File: src/rtl/pll_mon_pkg.sv
// Shared types and helpers for the PLL lock monitor: FSM state encoding,
// synchronizer depth and the period tolerance test.
package pll_mon_pkg;

  typedef enum logic [1:0] {
    IDLE = 2'd0,
    ACQ  = 2'd1,
    LOCK = 2'd2
  } pll_state_t;

  localparam int SYNC_DEPTH = 2;

  // Written as two one-sided compares so an unsigned period never underflows.
  function automatic logic period_good(input int period, input int mult, input int tol);
    return ((period + tol) >= mult) && (period <= (mult + tol));
  endfunction

endpackage

File: src/rtl/sync_edge.sv
// Two-flop synchronizer followed by a registered rising-edge detector; the
// pulse appears three clk edges after the asynchronous input rises.
module sync_edge
  import pll_mon_pkg::*;
(
  input  logic clk,
  input  logic RST,
  input  logic async_in,
  output logic rise
);

  logic [SYNC_DEPTH-1:0] sync_q;
  logic                  prev_q;

  always_ff @(posedge clk) begin
    if (RST) begin
      sync_q <= '0;
      prev_q <= 1'b0;
      rise   <= 1'b0;
    end else begin
      sync_q <= {sync_q[SYNC_DEPTH-2:0], async_in};
      prev_q <= sync_q[SYNC_DEPTH-1];
      rise   <= sync_q[SYNC_DEPTH-1] & ~prev_q;
    end
  end

endmodule

File: src/rtl/pll_lock_mon.sv
// Lock monitor for the multiplied clock: measures reference periods in fast
// cycles, tracks lock with an IDLE/ACQ/LOCK FSM and regenerates a divided clock.
module pll_lock_mon
  import pll_mon_pkg::*;
#(
  parameter int MULT     = 8,
  parameter int TOL      = 1,
  parameter int LOCK_CNT = 4,
  parameter int CNT_W    = 6
) (
  input  logic             clk,
  input  logic             RST,
  input  logic             ref_clk,
  output logic [CNT_W-1:0] period,
  output logic             locked,
  output logic             err,
  output logic             div_clk,
  output pll_state_t       state_dbg
);

  localparam logic [CNT_W-1:0] CNT_MAX = CNT_W'(2 * MULT);
  localparam int               PH_W    = $clog2(MULT);
  localparam int               GC_W    = $clog2(LOCK_CNT + 1);

  logic             ref_rise;
  logic [CNT_W-1:0] cnt;
  logic [CNT_W-1:0] cnt_inc;
  logic             timeout;
  logic             good;
  logic [PH_W-1:0]  ph;
  logic [PH_W-1:0]  ph_next;
  logic [GC_W-1:0]  good_cnt;
  pll_state_t       state;

  sync_edge u_ref_sync (
    .clk      (clk),
    .RST      (RST),
    .async_in (ref_clk),
    .rise     (ref_rise)
  );

  // A reference edge arriving on the saturation cycle still counts as an edge.
  assign cnt_inc   = cnt + CNT_W'(1);
  assign timeout   = (cnt == CNT_MAX) && !ref_rise;
  assign good      = period_good(int'(cnt_inc), MULT, TOL);
  assign state_dbg = state;

  always_ff @(posedge clk) begin
    if (RST) begin
      cnt    <= '0;
      period <= '0;
    end else if (ref_rise) begin
      cnt    <= '0;
      period <= cnt_inc;
    end else if (cnt != CNT_MAX) begin
      cnt    <= cnt_inc;
    end
  end

  always_ff @(posedge clk) begin
    if (RST) begin
      state    <= IDLE;
      good_cnt <= '0;
      locked   <= 1'b0;
      err      <= 1'b0;
    end else begin
      err <= 1'b0;
      case (state)
        IDLE: begin
          if (ref_rise) begin
            state    <= ACQ;
            good_cnt <= '0;
          end
        end
        ACQ: begin
          if (timeout) begin
            state    <= IDLE;
            good_cnt <= '0;
          end else if (ref_rise) begin
            if (!good) begin
              good_cnt <= '0;
            end else if (good_cnt == GC_W'(LOCK_CNT - 1)) begin
              state    <= LOCK;
              good_cnt <= GC_W'(LOCK_CNT);
              locked   <= 1'b1;
            end else begin
              good_cnt <= good_cnt + GC_W'(1);
            end
          end
        end
        LOCK: begin
          if (timeout) begin
            state    <= IDLE;
            good_cnt <= '0;
            locked   <= 1'b0;
            err      <= 1'b1;
          end else if (ref_rise && !good) begin
            state    <= ACQ;
            good_cnt <= '0;
            locked   <= 1'b0;
            err      <= 1'b1;
          end
        end
        default: begin
          state    <= IDLE;
          good_cnt <= '0;
          locked   <= 1'b0;
        end
      endcase
    end
  end

  // div_clk is driven from the next phase so it goes high the cycle after ref_rise.
  always_comb begin
    ph_next = ph + PH_W'(1);
    if (ref_rise || (ph == PH_W'(MULT - 1))) ph_next = '0;
  end

  always_ff @(posedge clk) begin
    if (RST) begin
      ph      <= '0;
      div_clk <= 1'b0;
    end else begin
      ph      <= ph_next;
      div_clk <= (ph_next < PH_W'(MULT / 2));
    end
  end

endmodule

File: config.mk
export PLATFORM = sky130hd
export DESIGN_NAME = pll_lock_mon
export DESIGN_NICKNAME = d
export VERILOG_FILES = /design/src/rtl/pll_mon_pkg.sv /design/src/rtl/sync_edge.sv /design/src/rtl/pll_lock_mon.sv
export SDC_FILE = /design/constraint.sdc
export NUM_CORES = 1
export LEC_CHECK = 0
export CAP_MARGIN = 25
export CORE_MARGIN = 2
export CORE_UTILIZATION = 50
export DETAILED_ROUTE_END_ITERATION = 12
export GPL_TIMING_DRIVEN = 0
export MAX_ROUTING_LAYER = met4
export PLACE_DENSITY = 0.72
export SLEW_MARGIN = 20
export SYNTH_ARGS = -nofsm -noshare
export SYNTH_HDL_FRONTEND = slang
export SYNTH_SLANG_ARGS = --single-unit
export TNS_END_PERCENT = 20
File: constraint.sdc
create_clock -name clk -period 2.3 [get_ports clk]
set_input_delay 0.46 -clock clk [delete_from_list [all_inputs] [get_ports clk]]
set_output_delay 0.46 -clock clk [all_outputs]
set_load 0.02 [all_outputs]
Yosys cells after proc, flatten, opt, wreduce, memory -nomap -nowiden
Cells that the tools add are included. W data, S select, Z words.

Register bits: 27. Input bits: 3. Output and inout bits: 11. Word-level logic and storage cells: 75.

Add/sub/neg operators: 4. $lt $le $gt $ge: 3. Eq/ne operators: 15. Mux-type cells: 26. Bitwise gates (word level): 4. Reductions and logical operators: 12.

Operators by type and width (number): $mux W3 (8); $mux W2 (7); $ne A3 B3 Y1 const B (3); $pmux W3 S3 (1); $mux W1 (8); $add A6 B1 Y7 const B (1); $ge A7 B4 Y1 const B (1); $add A3 B1 Y3 const B (2); $add A6 B1 Y6 const B (1); $eq A6 B5 Y1 const B (1); $le A6 B4 Y1 const B (1); $ne A2 B2 Y1 const B (3); $ne A6 B5 Y1 const B (1); $pmux W2 S3 (1); $reduce_and A6 Y1 (1); $reduce_and A5 Y1 (1); $ne A2 B1 Y1 const B (2); $reduce_or A2 Y1 (2); $eq A3 B2 Y1 const B (1); $eq A3 B3 Y1 const B (1); $logic_and A1 B1 Y1 (3); $lt A3 B3 Y1 const B (1); $ne A3 B2 Y1 const B (1); $not A1 Y1 (3); 8 further kinds (9).

Depth between registers and ports, before layout
Depth in word-level cells: 9. Depth in mapped cells: 7. Gate-level depth less buffers: 7.

Hierarchy
From an unflattened synthesis, not the netlist that was laid out.

Cell total of the unflattened synthesis: 123. Area, all modules: 1233.7 um^2.

By module, submodules not included: pll_lock_mon (instances 1, cells an instance 115, area an instance 1122.3 um^2); sync_edge (instances 1, cells an instance 8, area an instance 111.4 um^2).

Worst setup path after synthesis
No wires, ideal clock.

Kind: register to register. Start point: reg cnt[0]. End point: reg good_cnt[2]. Library setup time: 59 ps. Arrival: 1905 ps. Path slack: 336 ps. Cell stages (with the launch flop): 8. Buffers on the path: 0. Period minus slack after synthesis: 1964 ps. Path through: dfxtp_1 -> inv_1 -> ha_1 -> or3b_1 -> a211oi_2 -> a221oi_2 -> o31ai_2 -> a22o_1.

Cells in the longest elaborated chain, start to end: 8. Elaborated cells between the ends (all ways): 17. Classes of those cells: add/sub: 2; order compare: 2; eq/ne: 3; mux: 5; reduce/logical: 5.

Ends and longest elaborated chain: from (decl) (RTL line pll_lock_mon.sv:26) `logic [CNT_W-1:0] cnt;`; from (signal assigned) (RTL line pll_lock_mon.sv:56) `cnt <= cnt_inc;`; $add A6 B1 Y6 * (RTL line pll_lock_mon.sv:43) `assign cnt_inc = cnt + CNT_W'(1);`; net cnt_inc[0] (RTL line pll_lock_mon.sv:27) `logic [CNT_W-1:0] cnt_inc;`; $add A6 B1 Y7 (RTL line pll_mon_pkg.sv:15) `return ((period + tol) >= mult) && (period <= (mult + tol));`; $ge A7 B4 Y1 (RTL line pll_mon_pkg.sv:15); $logic_and A1 B1 Y1 * (RTL line pll_mon_pkg.sv:15); $mux W3 or $logic_not A1 Y1 (tied branches) (RTL line pll_lock_mon.sv:80, pll_lock_mon.sv:97); $mux W3 or $logic_and A1 B1 Y1 (tied branches) (RTL line pll_lock_mon.sv:79, pll_lock_mon.sv:97); $mux W3 or $ne A3 B3 Y1 (tied branches); $pmux W3 S3 or $reduce_and A3 Y1 (tied branches); to (signal assigned) (RTL line pll_lock_mon.sv:84) `good_cnt <= GC_W'(LOCK_CNT);`; to (signal assigned) (RTL line pll_lock_mon.sv:87) `good_cnt <= good_cnt + GC_W'(1);`; to (decl) (RTL line pll_lock_mon.sv:32) `logic [GC_W-1:0] good_cnt;`.

The timed path passes the listed nets; every way through them passes the cells marked *. The select of a mux whose other input is x is not followed. A chain may end at the register's enable or synchronous reset.

Final worst setup path
Ends and elaborated chain as after synthesis.

==> flow_summary.json <==
{
  "outcome": "complete, no violations",
  "hold_class": "register to register",
  "grt_pass1_vias": 949,
  "cts_root_buf": "clkbuf_4",
  "cts_buffers": 3,
  "fp.dieW_um": 54.30,
  "power_density_nw_per_um2": 551.7,
  "antenna_found_initial": 0,
  "die_h_um": 54.30,
  "final_common_cell": "dfxtp_1",
  "cts_setup_buffers": 0,
  "placementRows": 18,
  "final_cell_mix": "dfxtp_1 (25), nor2_1 (18), clkdlybuf4s50_1 (13)",
  "yosysSeqAreaShare_pct": 42.73,
  "grt_max_degree": 16,
  "numPortBuffers": 13,
  "worst_setup_path_end_kind": "register",
  "worstReg2RegEnd": "good_cnt[2]$_SDFFE_PP0P_",
  "crit_arrival_ns": 2.44,
  "period_share_pct": 93.83,
  "clock-sinks": 27,
  "worstPathRequired_ns": 2.58,
  "crit_path_start": "cnt[0]$_SDFFE_PP0N_",
  "placeableCoreArea_um2": 2432,
  "synthArstFlopShare_pct": 0,
  "finalWeightedCongestion": 0.8925,
  "timing.final.ws_setup_ns": 0.1420,
  "final_cells": 184,
  "totalPowerFinal_mw": 0.8070,
  "vias": 1038,
  "grt_use_total_pct": 19.81,
  "cp-start-kind": "register",
  "setup_tns_ns": 0,
  "setup_violations": 0,
  "synth_seq_cells": 27,
  "clock_skew_ns": 0.01314,
  "wl_met3_um": 88,
  "tightest_slew_ns": 0.4939,
  "irDropWorstVdd_v": 0.0003496,
  "clk_pin_slew_ns": 0.15,
  "insertion_delay_ns": 0.32,
  "syn_area_um2": 1265,
  "cts_tree": "done",
  "endpoint": "good_cnt[2]$_SDFFE_PP0P_",
  "dp_hpwl_mm": 1.824,
  "r2r_setup_slack_ns": 0.14,
  "whs_ns": 0.4041,
  "rr_startpoint": "cnt[0]$_SDFFE_PP0N_",
  "top_level_ports": 14,
  "drv_cap": 0,
  "final_nets": 165,
  "reg2regPathDepth": 7,
  "num_antenna_cells": 0,
  "synth_cell_type_count": 43,
  "synth_nets": 147,
  "clockBufferDepth": 2,
  "overflow": 0,
  "drv_slew": 0,
  "avgSynthCellArea_um2": 9.233,
  "initial_core_util_pct": 52.01,
  "wl_met1_mm": 1.192,
  "wl_mm": 2.468,
  "drt-pass1-iter-count": 4,
  "finalHoldViolCount": 0,
  "syn_to_final_growth_pct": 15.63,
  "drt_iter0_drc": 16,
  "grt_pass1_wl_mm": 4.188,
  "leakage_nw": 0.5372,
  "dominantRegCellSynth": "dfxtp_1",
  "post-place-ws_ns": 0.06947,
  "viasPerCell": 5.641,
  "wire_per_inst_um": 13.41,
  "synthesis.instances": 137,
  "slew_headroom_pct": 67.08,
  "ys.warnings.count": 0,
  "synth_edf_count": 0,
  "criticalPathCategory": "register to register",
  "top_layer_used": "met4",
  "dp.cells": 180,
  "drive_gt1_share_pct": 10.39,
  "clock.fmax_mhz": 463.4,
  "die_area_um2": 2948,
  "fin_crit_ns": 2.158,
  "antenna_left": 0,
  "h-tree-depth": 1,
  "crit_fanout": 7,
  "wl_met2_mm": 1.150,
  "route.detailed.drc": 0,
  "rsz0062_at_grt": "false"
}
[critical path: stages, from the launching register on]
cell      delay, ns
dfxtp_2        0.42
inv_1          0.11
ha_1           0.37
or3b_1         0.38
a211oi_2       0.25
a221oi_2       0.10
o31ai_2        0.31
a22o_1         0.17
[registers in the layout, indices dropped and copies added (netlist names)]
signal,cells
u_ref_sync.sync_q,2
u_ref_sync.rise,1
good_cnt,3
ph,3
div_clk,1
err,1
u_ref_sync.prev_q,1
state_dbg,2
period,6
cnt,6
locked,1
[metal layers]
layer,track usage [%],vias to the layer above
met3,3.279,4
met2,31.73,21
met4,7.500,0
li1,-,518
met1,25.00,495
met5,-,-
[cells by family after synthesis]
kind of cell | synth area share, %
adder cells (fa/ha/maj) | 6.924
buffers and inverters | 6.132
AO/OA/AOI/OAI | 18.89
flip-flops | 42.73
AND/OR/NAND/NOR | 21.76
multiplexers | 0.7913
XOR/XNOR | 2.770
[area by class of cell]
| type | instances | area [um2] |
|---|---|---|
| fillers | 231 | 969.7 |
| multi-input cells | 96 | 646.9 |
| flip-flops and latches | 27 | 543.0 |
| repair buffers | 13 | 130.1 |
| plain buffers | 6 | 45.04 |
| well taps | 30 | 37.54 |
| inverters | 8 | 32.53 |
| clock buffers | 3 | 22.52 |
| clock inverters | 1 | 5.005 |
[power by group]
group / total [mW] / internal, mW / switching, mW
Sequential: 0.499 / 0.486 / 0.0124
Clock: 0.204 / 0.0651 / 0.139
Combinational: 0.104 / 0.0451 / 0.0589
Total: 0.807 / 0.596 / 0.211
[synthesized netlist by cell type, drive strengths merged (2+ instances only)]
master	n	area share, %
dfxtp	27	43
nor2	19	5.8
nand2	8	2.4
a21oi	7	2.8
ha	7	6.9
inv	7	2.3
a211oi	6	4.0
nand3	5	2.0
nor2b	5	2.5
and2	4	2.0
buf	4	3.0
nor3	4	1.6
a32o	3	2.4
o211ai	3	2.2
a22o	2	1.4
clkbuf	2	0.59
nand2b	2	0.99
nor3b	2	1.2
o31ai	2	1.6
xnor2	2	1.4
xor2	2	1.4
[through the flow]
step / utilization, % / cell area (um2)
floorplan: - / 1265
global placement: 58.90 / 1433
detailed placement: 58.90 / 1433
CTS: 60.03 / 1460
global route: 60.13 / 1463
finish: 60.13 / 1463
[timing repair]
item,4_1_cts,5_1_grt
setup endpoints to repair,0,6
resized for setup,0,2
hold buffers,0,0
[how the worst min path moves through the flow]
stage | start | endpoint | slack (ns) | cells past startpoint
2_1_floorplan | u_ref_sync.prev_q$_SDFF_PP0_ | u_ref_sync.rise$_SDFF_PP0_ | 0.37 | 1
3_3_place_gp | u_ref_sync.prev_q$_SDFF_PP0_ | u_ref_sync.rise$_SDFF_PP0_ | 0.37 | 1
3_5_place_dp | u_ref_sync.prev_q$_SDFF_PP0_ | u_ref_sync.rise$_SDFF_PP0_ | 0.38 | 1
4_1_cts | u_ref_sync.prev_q$_SDFF_PP0_ | u_ref_sync.rise$_SDFF_PP0_ | 0.41 | 1
5_1_grt | u_ref_sync.prev_q$_SDFF_PP0_ | u_ref_sync.rise$_SDFF_PP0_ | 0.42 | 1
6_report | u_ref_sync.prev_q$_SDFF_PP0_ | u_ref_sync.rise$_SDFF_PP0_ | 0.40 | 1
Note: power is estimated with default switching activity, not from simulation.
